<file path="config.mk">
export PLATFORM = sky130hd
export DESIGN_NAME = console_keys_flat
export DESIGN_NICKNAME = d
export VERILOG_FILES = /design/src/rtl/console_keys_if.sv /design/src/rtl/console_keys.sv /design/src/flat_wrapper.sv
export SDC_FILE = /design/constraint.sdc
export NUM_CORES = 1
export LEC_CHECK = 0
export BUFFER_PORTS_ARGS = -buffer_cell sky130_fd_sc_hd__buf_2
export CORE_MARGIN = 8
export CORE_UTILIZATION = 30
export DETAILED_ROUTE_END_ITERATION = 16
export GPL_ROUTABILITY_DRIVEN = 0
export PLACE_DENSITY = 0.59
export SLEW_MARGIN = 20
export SYNTH_ARGS = -nofsm -noshare
export SYNTH_HDL_FRONTEND = slang
export SYNTH_SLANG_ARGS = --single-unit
export TNS_END_PERCENT = 5
</file>
<file path="constraint.sdc">
create_clock -name clk -period 2.3 [get_ports clk]
set_input_delay 0.69 -clock clk [delete_from_list [all_inputs] [get_ports clk]]
set_output_delay 0.69 -clock clk [all_outputs]
set_load 0.005 [all_outputs]
</file>
<file path="src/rtl/console_keys_if.sv">
// Console key bundle: raw keys and repeat switch in, debounced level/pulse/busy out.
interface console_keys_if;
  logic [0:11] key_in;
  logic        sw_repeat;
  logic [0:11] key_lvl;
  logic [0:11] key_pls;
  logic        busy;

  modport master (output key_in, sw_repeat, input key_lvl, key_pls, busy);
  modport slave  (input key_in, sw_repeat, output key_lvl, key_pls, busy);
endinterface

</file>
<file path="src/rtl/console_keys.sv">
// Console key debouncer: captures the lowest pressed key, debounces press/release, one-cycle press pulse.
// Auto-repeat while the repeat switch is on is built only when KEY_REPEAT_EN is defined.
module console_keys #(
  parameter int unsigned DEB_CYCLES = 20,
  parameter int unsigned REP_CYCLES = 2000
) (
  input  logic           clk,
  input  logic           reset,
  console_keys_if.slave  kif
);

  localparam int unsigned NKEYS   = 12;
`ifdef KEY_REPEAT_EN
  localparam int unsigned CNT_MAX = (DEB_CYCLES > REP_CYCLES) ? DEB_CYCLES : REP_CYCLES;
`else
  localparam int unsigned CNT_MAX = DEB_CYCLES;
`endif
  localparam int unsigned CW      = (CNT_MAX > 1) ? $clog2(CNT_MAX) : 1;
  localparam logic [CW-1:0] DEB_LAST = CW'(DEB_CYCLES - 1);
`ifdef KEY_REPEAT_EN
  localparam logic [CW-1:0] REP_LAST = CW'(REP_CYCLES - 1);
`endif

  typedef enum logic [1:0] {S_IDLE, S_DEBOUNCE, S_ACTIVE, S_RELEASE} state_e;

  state_e          state_q, state_d;
  logic [CW-1:0]   cnt_q, cnt_d;
  logic [3:0]      sel_q, sel_d;
  logic [0:NKEYS-1] ks1_q, ks_q;
  logic [0:NKEYS-1] key_lvl_q, key_lvl_d;
  logic [0:NKEYS-1] key_pls_q, key_pls_d;
  logic            busy_q, busy_d;
  logic            any_c;
  logic            key_hi_c;
  logic [3:0]      first_c;

  function automatic logic [0:NKEYS-1] onehot(input logic [3:0] idx);
    onehot = '0;
    for (int i = 0; i < int'(NKEYS); i++) begin
      if (4'(i) == idx) onehot[i] = 1'b1;
    end
  endfunction

  // Two-flop synchronizers for the asynchronous key and repeat inputs
  always_ff @(posedge clk) begin
    if (reset) begin
      ks1_q <= '0;
      ks_q  <= '0;
    end else begin
      ks1_q <= kif.key_in;
      ks_q  <= ks1_q;
    end
  end

`ifdef KEY_REPEAT_EN
  logic rs1_q, rs_q;
  always_ff @(posedge clk) begin
    if (reset) begin
      rs1_q <= 1'b0;
      rs_q  <= 1'b0;
    end else begin
      rs1_q <= kif.sw_repeat;
      rs_q  <= rs1_q;
    end
  end
`else
  logic unused_sw_repeat_c;
  assign unused_sw_repeat_c = kif.sw_repeat;
`endif

  // Priority pick: lowest-numbered high key wins
  always_comb begin
    first_c = '0;
    any_c   = |ks_q;
    for (int i = int'(NKEYS) - 1; i >= 0; i--) begin
      if (ks_q[i]) first_c = 4'(i);
    end
    key_hi_c = (sel_q < 4'(NKEYS)) ? ks_q[sel_q] : 1'b0;
  end

  always_ff @(posedge clk) begin
    if (reset) begin
      state_q <= S_IDLE;
      cnt_q   <= '0;
      sel_q   <= '0;
    end else begin
      state_q <= state_d;
      cnt_q   <= cnt_d;
      sel_q   <= sel_d;
    end
  end

  always_comb begin
    state_d = state_q;
    cnt_d   = cnt_q;
    sel_d   = sel_q;
    case (state_q)
      S_IDLE: begin
        if (any_c) begin
          sel_d   = first_c;
          cnt_d   = '0;
          state_d = S_DEBOUNCE;
        end
      end
      S_DEBOUNCE: begin
        if (!key_hi_c) begin
          cnt_d   = '0;
          state_d = S_IDLE;
        end else if (cnt_q == DEB_LAST) begin
          cnt_d   = '0;
          state_d = S_ACTIVE;
        end else begin
          cnt_d = cnt_q + CW'(1);
        end
      end
      S_ACTIVE: begin
        if (!key_hi_c) begin
          cnt_d   = '0;
          state_d = S_RELEASE;
        end else begin
`ifdef KEY_REPEAT_EN
          if (!rs_q || cnt_q == REP_LAST) cnt_d = '0;
          else                            cnt_d = cnt_q + CW'(1);
`else
          cnt_d = '0;
`endif
        end
      end
      S_RELEASE: begin
        // A bounce back high resumes ACTIVE without a new press pulse
        if (key_hi_c) begin
          cnt_d   = '0;
          state_d = S_ACTIVE;
        end else if (cnt_q == DEB_LAST) begin
          cnt_d   = '0;
          state_d = S_IDLE;
        end else begin
          cnt_d = cnt_q + CW'(1);
        end
      end
      default: begin
        cnt_d   = '0;
        state_d = S_IDLE;
      end
    endcase
  end

  always_comb begin
    logic fire;
    fire = (state_q == S_DEBOUNCE) && (state_d == S_ACTIVE);
`ifdef KEY_REPEAT_EN
    if ((state_q == S_ACTIVE) && key_hi_c && rs_q && (cnt_q == REP_LAST)) fire = 1'b1;
`endif
    key_pls_d = fire ? onehot(sel_q) : '0;
    key_lvl_d = ((state_d == S_ACTIVE) || (state_d == S_RELEASE)) ? onehot(sel_d) : '0;
    busy_d    = (state_d != S_IDLE);
  end

  always_ff @(posedge clk) begin
    if (reset) begin
      key_lvl_q <= '0;
      key_pls_q <= '0;
      busy_q    <= 1'b0;
    end else begin
      key_lvl_q <= key_lvl_d;
      key_pls_q <= key_pls_d;
      busy_q    <= busy_d;
    end
  end

  assign kif.key_lvl = key_lvl_q;
  assign kif.key_pls = key_pls_q;
  assign kif.busy    = busy_q;

endmodule

</file>
<file path="src/flat_wrapper.sv">
// flat-port wrapper written by rule: the top's interface ports become plain ports
module console_keys_flat 
#(
  parameter int unsigned DEB_CYCLES = 20,
  parameter int unsigned REP_CYCLES = 2000
)
  (clk, reset, kif_key_in, kif_sw_repeat, kif_key_lvl, kif_key_pls, kif_busy);
  console_keys_if kif_i ();
  input  logic clk;
  input  logic reset;
  input wire logic [$bits(kif_i.key_in)-1:0] kif_key_in;
  input wire logic [$bits(kif_i.sw_repeat)-1:0] kif_sw_repeat;
  output wire logic [$bits(kif_i.key_lvl)-1:0] kif_key_lvl;
  output wire logic [$bits(kif_i.key_pls)-1:0] kif_key_pls;
  output wire logic [$bits(kif_i.busy)-1:0] kif_busy;
  assign kif_i.key_in = kif_key_in;
  assign kif_i.sw_repeat = kif_sw_repeat;
  assign kif_key_lvl = kif_i.key_lvl;
  assign kif_key_pls = kif_i.key_pls;
  assign kif_busy = kif_i.busy;
  console_keys #(.DEB_CYCLES(DEB_CYCLES), .REP_CYCLES(REP_CYCLES)) u_core (.clk(clk), .reset(reset), .kif(kif_i));
endmodule
</file>
Word level (Yosys, flattened, before mapping) --
Cells that the tools add are included.
Storage, ports and cells: output and inout bits 25, register bits after elaboration 60, bits of input ports 15
Operators by class: add/subtract/negate cells 1, bitwise operators 3, reductions and logical operators 9, magnitude comparators 2, eq/ne operators 29, mux-type cells 54
Operators with widths (count):
- $mux W4 | 14
- $eq A3 B4 Y1 const A | 8
- $eq A4 B4 Y1 const A | 8
- $mux W1 | 27
- $mux W5 | 4
- $pmux W5 S4 | 1
- $eq A2 B4 Y1 const A | 4
- $mux W2 | 6
- $reduce_or A12 Y1 | 1
- $eq A1 B4 Y1 const A | 2
- $eq A2 B2 Y1 const B | 4
- $logic_not A4 Y1 | 2
- $pmux W2 S4 | 1
- $add A5 B1 Y5 const B | 1
- $eq A5 B5 Y1 const B | 1
- $ge A5 B5 Y1 const B | 1
- $not A4 Y5 | 1
- $bmux W1 S4 | 1
- $lt A4 B4 Y1 const B | 1
- $reduce_or A2 Y1 | 2
- $eq A2 B1 Y1 const B | 1
- $logic_not A2 Y1 | 1
- $ne A2 B1 Y1 const B | 1
- $not A1 Y1 | 2
- 3 further kinds | 3

Logic depth before layout (Yosys ltp) --
Gate-level depths: netlist (run 1).
depth after elaboration 16, gate-level depth with buffers 7, mapped depth without buffers 6

Worst setup path before layout (run 1) --
No wires, ideal clock.
kind register -> register, from reg u_core.ks_q[8] (netlist name), to reg u_core.key_lvl_q, in the netlist u_core.kif.key_lvl[11], library setup time 0.121 ns, slack 0.427 ns, clock period less this slack 1.873 ns, data arrival time 1.752 ns, stages on the path, launching flop included 8, required time 2.179 ns, path through dfxtp_1 -> or4_1 -> nor2b_1 -> a21boi_1 -> clkbuf_1 -> and3_1 -> a21oi_1 -> nor2_1
Between the ends: cells in the longest elaborated chain, start to end 13, elaborated cells between the ends (all ways) 28, those cells by class 3 x eq/ne; 21 x mux; 1 x bitwise; 3 x reduce/logical
Ends and longest elaborated chain:
- start: declaration | RTL line console_keys.sv:29 | logic [0:NKEYS-1] ks1_q, ks_q;
- start signal: assignment | RTL line console_keys.sv:51 | ks_q <= ks1_q;
- $mux W4 (9 in series) | RTL line console_keys.sv:76 | if (ks_q[i]) first_c = 4'(i);
- $mux W4 | RTL line console_keys.sv:99 | if (any_c) begin
- $mux W4 | RTL line console_keys.sv:97 | case (state_q)
- $eq A4 B4 Y1 | RTL line console_keys.sv:40 | if (4'(i) == idx) onehot[i] = 1'b1;
- $mux W1 | RTL line console_keys.sv:40
- end signal: assignment | RTL line console_keys.sv:165 | key_lvl_q <= key_lvl_d;
- end: declaration | RTL line console_keys.sv:30 | logic [0:NKEYS-1] key_lvl_q, key_lvl_d;
Parallel ways exist; a longest one is shown, timed or not. The select of a mux whose other input is x is not followed. A chain may end at the register's enable or synchronous reset.

Final worst setup path (run 1) --
from reg u_core.sel_q[0], to reg u_core.key_lvl_q, in the netlist u_core.kif.key_lvl[5]
Between the ends: cells in the longest elaborated chain, start to end 11, elaborated cells between the ends (all ways) 19, those cells by class 1 x order compare; 3 x eq/ne; 11 x mux; 2 x bitwise; 2 x reduce/logical
Ends and longest elaborated chain:
- start: declaration | RTL line console_keys.sv:28 | logic [3:0] sel_q, sel_d;
- start signal: assignment | RTL line console_keys.sv:89 | sel_q <= sel_d;
- $not A4 Y5 (implied by the code) | RTL line console_keys.sv:78 | key_hi_c = (sel_q < 4'(NKEYS)) ? ks_q[sel_q] : 1'b0;
- $bmux W1 S4 | RTL line console_keys.sv:78
- $mux W1 (implied by the code) (2 in series) | RTL line console_keys.sv:78
- $mux W1 | RTL line console_keys.sv:78
- $mux W2, on equally long branches | RTL line console_keys.sv:131, console_keys.sv:106, console_keys.sv:117
- $pmux W2 S4 | RTL line console_keys.sv:97
- $eq A2 B2 Y1 | RTL line console_keys.sv:155 | key_lvl_d = ((state_d == S_ACTIVE) || (state_d == S_RELEASE)) ? onehot(sel_d) : '0;
- $logic_or A1 B1 Y1 | RTL line console_keys.sv:155
- $not A1 Y1 (no source line)
- $reduce_or A2 Y1 (no source line)
Parallel ways exist; a longest one is shown, timed or not. The select of a mux whose other input is x is not followed.

==> flow_summary_export.csv, run 1 <==
group,metric,value,unit
routing,routed_wirelength,4208,um
worst_setup_path,cp_data_arrival_time,2270,ps
power_and_ir_drop,internal-power,1.698,mW
min_path,min_to,"u_core.ks_q[0]",
sta,relSlewSlack,0.5687,
worst_setup_path,reg2reg_from,"u_core.sel_q[0]",
power_and_ir_drop,combPwrFrac,0.101,
synth,synth_top_cell_by_area,"dfxtp_1",
power_and_ir_drop,pwr_density_cell,812.6,nW/um2
layout,layout.nets,287,
routing,drc,0,
place,portBuffers,38,
floorplan,ioPinCount,40,
power_and_ir_drop,ir_drop,402.3,uV
cts,cts.path.max_buffers,2,
place,place_area,2522,um2
global_routing,grt_pass1_wl,6906,um
cts,cts_max_level,3,
global_routing,grt_pass1_vias,1546,
synth,synth_flop_cell,"dfxtp_1",
power_and_ir_drop,swShare,0.2278,
synth,synth_cells,223,
global_routing,grt-ovfl-total,0,
floorplan,die_h,101.6,um
power_and_ir_drop,seq_power_share,0.499,
synth,synth-edff-count,0,
synth,yosys_warnings,0,
sta,setup-tns-final,0,ps
synth,ys_ff_latch,60,
sta,hold_viol,0,
floorplan,rows,31,
routing,wl_met1,1957,um
worst_setup_path,required,2510,ps
sta,maxSlewViolCount,0,
worst_setup_path,critPathKind,"flop to flop",
global_routing,grt_max_degree,35,
sta,max_slew.worst_pin.slew,646.9,ps
cts,postCtsSetupRepairBufs,0,
min_path,min_from,"u_core.ks1_q[0]",
floorplan,initial_core_util,0.3064,
global_routing,antenna_found_initial,0,
layout,drive_gt1_frac,0.2255,
routing,drt-pass1-iter-count,4,
layout,final_cell_area,2706,um2
routing,vias,1608,
synth,ys_top_cells_by_area,"dfxtp_1, nor2b_1, nor2_1",
cts,cts_tree,"built",
floorplan,die_w,101.6,um
worst_setup_path,worst-r2r-setup-slack,240,ps
worst_setup_path,crit_path_start,"u_core.sel_q[0]",
min_path,hold_path_class,"flop to flop",
synth,syn_nets,239,
routing,wl_met3,352,um
routing,dr.max_layer_used,"met4",
global_routing,grtUsageTotal,0.08889,
worst_setup_path,start_kind,"flop",
cts,cts.hold.buffers_added,0,
synth,synth_top_area_frac,0.5464,
power_and_ir_drop,power_switching,501.0,uW
synth,netlist_area,2198,um2
cts,clkTransAtPathRegs,60,ps
sta,finalSetupViolCount,0,
worst_setup_path,reg2reg_to,"u_core.kif.key_lvl[5]",
floorplan,dieArea,10320,um2
sta,finalCriticalPeriod,2059,ps
synth,synth.avg_cell_area,9.858,um2
synth,yosysSeqAreaShare,0.5464,
synth,postSynth.asyncResetShare,0,
sta,rsz0062_at_grt,"no",
synth,synth.distinct_cells,36,
routing,post_drt_wl_per_cell,11.25,um
worst_setup_path,path_max_fanout,4,
layout,num-fill-cells,736,
cts,numCtsBuffers,9,
min_path,holdPathStages,1,
worst_setup_path,reg2regPathDepth,6,
routing,viasPerCell,4.299,
layout,syn2layout_area_growth,23.11,%
floorplan,design.core.area,7176,um2
sta,period_share,0.8950,
routing,dr_wl_met2,1837,um
sta,clock.fmax,0.4858,GHz
outcome,outcome,"finished, final reports clean",
power_and_ir_drop,clock_power_share,0.400,
place,dp_hpwl,3124,um
routing,ant_nets,0,
layout,diodes,0,
flow_run,max-cap-violations,0,
cts,cts_sinks,60,
cts,cts_resized,0,
power_and_ir_drop,leakagePower,1.094,nW
cts,clk_latency,330,ps
worst_setup_path,end_kind,"flop",
sta,finClkSkew,7.237,ps
cts,root_buffer,"clkbuf_8",
routing,first_iter_violations,75,
per-stage QoR:
step / hold slack [ps] / worst slack, ps / util / std cells / total power, mW
2_1_floorplan: 413.8 / 427.0 / - / 223 / 1.283
3_3_place_gp: 421.4 / 252.6 / 0.3515 / 359 / 1.339
3_5_place_dp: 422.0 / 238.3 / 0.3515 / 359 / 1.344
4_1_cts: 436.5 / 222.2 / 0.3772 / 374 / 2.238
5_1_grt: 450.1 / 84.91 / 0.3772 / 374 / 2.316
6_report: 434.9 / 241.5 / 0.3772 / 374 / 2.199
power by group through the flow:
stage,clock [mW],combinational [mW],sequential [mW]
after CTS,0.917,0.223,1.10
after floorplan,0,0.170,1.11
after detailed placement,0,0.223,1.12
after global routing,0.966,0.248,1.10
after global placement,0,0.219,1.12
final,0.879,0.222,1.10
worst max path at each step:
stage                        endpoint  cells after the start
2_1_floorplan  u_core.kif.key_lvl[11]                      7
3_3_place_gp    u_core.kif.key_lvl[9]                      6
3_5_place_dp   u_core.kif.key_lvl[11]                      6
4_1_cts        u_core.kif.key_lvl[11]                      6
5_1_grt         u_core.kif.key_lvl[9]                      6
6_report        u_core.kif.key_lvl[5]                      6
layer usage:
layer	vias to the layer above	global-route usage
li1	849	-
met5	-	0
met4	0	0.03436
met1	710	0.09788
met2	42	0.1338
met3	7	0.05704
critical path, stage by stage, from the launching register on:
cell and delay (ps):
dfxtp_1 440, mux4_2 560, mux2i_4 230, mux2i_4 130
o21ai_1 280, nand2b_1 250, nor2_1 60
Yosys cell counts, types with 4 or more instances:
cell type   n
dfxtp_1    60
nor2_1     35
nor2b_1    30
nand2_1    12
a21oi_1     8
nand3_1     7
nand2b_1    6
clkbuf_1    5
inv_1       5
nor3_1      5
a31oi_1     4
nand3b_1    4
state kept, by name (all words and copies together), names as in the netlist:
register / cells
u_core.state_q: 2
u_core.ks_q: 12
u_core.kif.key_pls: 12
u_core.cnt_q: 5
u_core.kif.busy: 1
u_core.ks1_q: 12
u_core.sel_q: 4
u_core.kif.key_lvl: 12
layout make-up:
class	instances	area, um2	area share
multi-input combinational	149	935.9	0.3458
sequential	60	1201	0.4438
tap	99	123.9	0.04577
clock inverter	2	35.03	0.01294
timing repair buffer	44	235.2	0.08692
clock buffer	13	148.9	0.05502
inverter	7	26.28	0.009709
cells by family after synthesis:
logic type                 count (synthesis)  share of synthesized area
muxes                                      8                    0.06488
AOI/OAI and AO/OA                         26                    0.08196
and+or+nand+nor                          111                     0.2612
adders and majority gates                  1                   0.005691
xor gates and xnor gates                   3                    0.01195
buffers and inverters                     14                    0.02789
DFF                                       60                     0.5464
cells in the final DEF, fill, tap and decap left out, types with 2 or more instances in the layout:
master    count
o21ai_0       2
or4_1         2
clkbuf_1      3
a221oi_1      2
nand2b_1      6
inv_1         5
mux4_2        3
nor2b_1      30
nand3b_1      4
a21oi_1       8
clkbuf_8     10
nand2_1      12
dfxtp_1      60
nor2_1       35
o31ai_1       2
clkinv_1      2
o31a_1        2
buf_2        38
nor3_1        5
buf_4         6
nor4_1        2
or3_1         3
mux2i_4       2
and3_1        2
a31oi_1       4
mux2i_1       3
xnor2_1       3
nand3_1       7
o21ai_1       2
Power figures use the tool's default switching activity.
==> run 2: changes to the inputs <==
Settings changed: CORE_MARGIN 8 to 3.
==> flow_summary_export.csv, run 2 (synthesis results as in run 1) <==
group,metric,value,unit
place,place_area,2511,um2
floorplan,rows,30,
power_and_ir_drop,leakagePower,1.094,nW
floorplan,ioPinCount,40,
cts,clk_latency,330,ps
floorplan,design.core.area,6944,um2
routing,drc,0,
worst_setup_path,reg2reg_from,"u_core.sel_q[0]",
place,dp_hpwl,2878,um
cts,cts.path.max_buffers,2,
layout,layout.nets,286,
routing,first_iter_violations,119,
min_path,hold_path_class,"flop to flop",
place,dp_slack,224.3,ps
min_path,min_to,"u_core.ks_q[4]",
routing,vias,1613,
min_path,min_from,"u_core.ks1_q[4]",
cts,numCtsBuffers,9,
power_and_ir_drop,internal-power,1.674,mW
floorplan,die_h,91.60,um
power_and_ir_drop,clock_power_share,0.393,
routing,routed_wirelength,3962,um
sta,finalSetupViolCount,0,
sta,maxSlewViolCount,0,
cts,cts_sinks,60,
power_and_ir_drop,total_power,2.171,mW
layout,syn2layout_area_growth,22.77,%
cts,cts.hold.buffers_added,0,
place,dpl.cell_count,355,
routing,drt-pass1-iter-count,4,
worst_setup_path,start_kind,"flop",
global_routing,grt_pass1_vias,1490,
global_routing,grtUsageTotal,0.1043,
outcome,outcome,"finished, final reports clean",
layout,drive_gt1_frac,0.2299,
layout,seqCellArea,1201,um2
power_and_ir_drop,ir_drop,397.8,uV
layout,multi_input_area,935.9,um2
layout,post-route-util,0.3886,
sta,finClkSkew,9.503,ps
sta,relSlewSlack,0.5114,
sta,rsz0062_at_grt,"no",
worst_setup_path,path_max_fanout,4,
worst_setup_path,critPathKind,"flop to flop",
routing,post_drt_wl_per_cell,10.71,um
sta,hold_ws,433.5,ps
sta,setup_slack,201.6,ps
power_and_ir_drop,pwr_density_cell,804.5,nW/um2
layout,diodes,0,
floorplan,die_w,91.60,um
power_and_ir_drop,power_switching,496.9,uW
cts,cts_max_level,3,
power_and_ir_drop,seq_power_share,0.507,
place,portBuffers,38,
layout,layout_commonest_cell,"dfxtp_1",
sta,setup-tns-final,0,ps
worst_setup_path,reg2reg_to,"u_core.kif.key_lvl[5]",
min_path,holdPathStages,1,
layout,final_cell_mix,"dfxtp_1, buf_2, nor2_1",
cts,root_buffer,"clkbuf_8",
sta,max_slew.worst_pin.slew,733.0,ps
routing,viasPerCell,4.359,
global_routing,grt_max_degree,35,
floorplan,dieArea,8391,um2
worst_setup_path,cp_data_arrival_time,2300,ps
routing,ant_nets,0,
sta,finalCriticalPeriod,2098,ps
power_and_ir_drop,combPwrFrac,0.100,
sta,period_share,0.9124,
flow_run,max-cap-violations,0,
worst_setup_path,reg2regPathDepth,6,
sta,hold_viol,0,
worst_setup_path,worst-r2r-setup-slack,200,ps
cts,cts_resized,0,
floorplan,initial_core_util,0.3166,
global_routing,grt-ovfl-total,0,
worst_setup_path,required,2510,ps
layout,num-fill-cells,699,
layout,final_cells,370,
worst_setup_path,end_kind,"flop",
layout,final_cell_area,2699,um2
global_routing,grt_pass1_wl,6844,um
cts,postCtsSetupRepairBufs,0,
power_and_ir_drop,swShare,0.2289,
global_routing,antenna_found_initial,0,
cts,clkTransAtPathRegs,70,ps
sta,clock.fmax,0.4765,GHz
cts,cts_tree,"built",
==> run 2: cell count changes in the layout (fill, tap and decap cells not counted) <==
cell       before  now
clkbuf_1        3    1
bufinv_16       1    0
buf_4           6    5
clkbuf_8       10   13
==> run 2: worst max path at each step <==
stage | start | endpoint | slack [ps]
final | u_core.sel_q[0] | u_core.kif.key_lvl[5] | 200
after global routing | u_core.sel_q[0] | u_core.kif.key_lvl[5] | 40
after CTS | u_core.sel_q[0] | u_core.kif.key_lvl[5] | 200
after detailed placement | u_core.sel_q[0] | u_core.kif.key_lvl[5] | 220
after global placement | u_core.sel_q[0] | u_core.kif.key_lvl[11] | 250
after floorplan | u_core.ks_q[8] | u_core.kif.key_lvl[11] | 430
==> run 2: per-layer routing <==
layer,global-route usage,vias up,part of all wire
met5,0,-,0
met4,0.04523,0,0.016
met3,0.04888,6,0.067
met2,0.1576,49,0.44
met1,0.1260,712,0.48
li1,-,846,-
==> run 2: area by class of cell <==
class | instances | area share
clock buffer | 14 | 0.06769
clock inverter | 1 | 0.001854
inverter | 7 | 0.009736
multi-input combinational | 149 | 0.3468
sequential | 60 | 0.4451
tap | 96 | 0.04451
timing repair buffer | 43 | 0.08438
==> run 2: power by group through the flow <==
stage | Combinational, mW | Clock (mW) | Sequential [mW]
5_1_grt | 0.243 | 0.941 | 1.11
6_report | 0.217 | 0.854 | 1.10
2_1_floorplan | 0.170 | 0 | 1.11
3_5_place_dp | 0.218 | 0 | 1.12
3_3_place_gp | 0.214 | 0 | 1.12
4_1_cts | 0.218 | 0.884 | 1.10
==> run 2: worst max-delay path, cell delays in order, from the launching register on <==
cell	delay [ps]
dfxtp_1	440
mux4_2	560
mux2i_4	230
mux2i_4	120
o21ai_1	290
nand2b_1	260
nor2_1	60
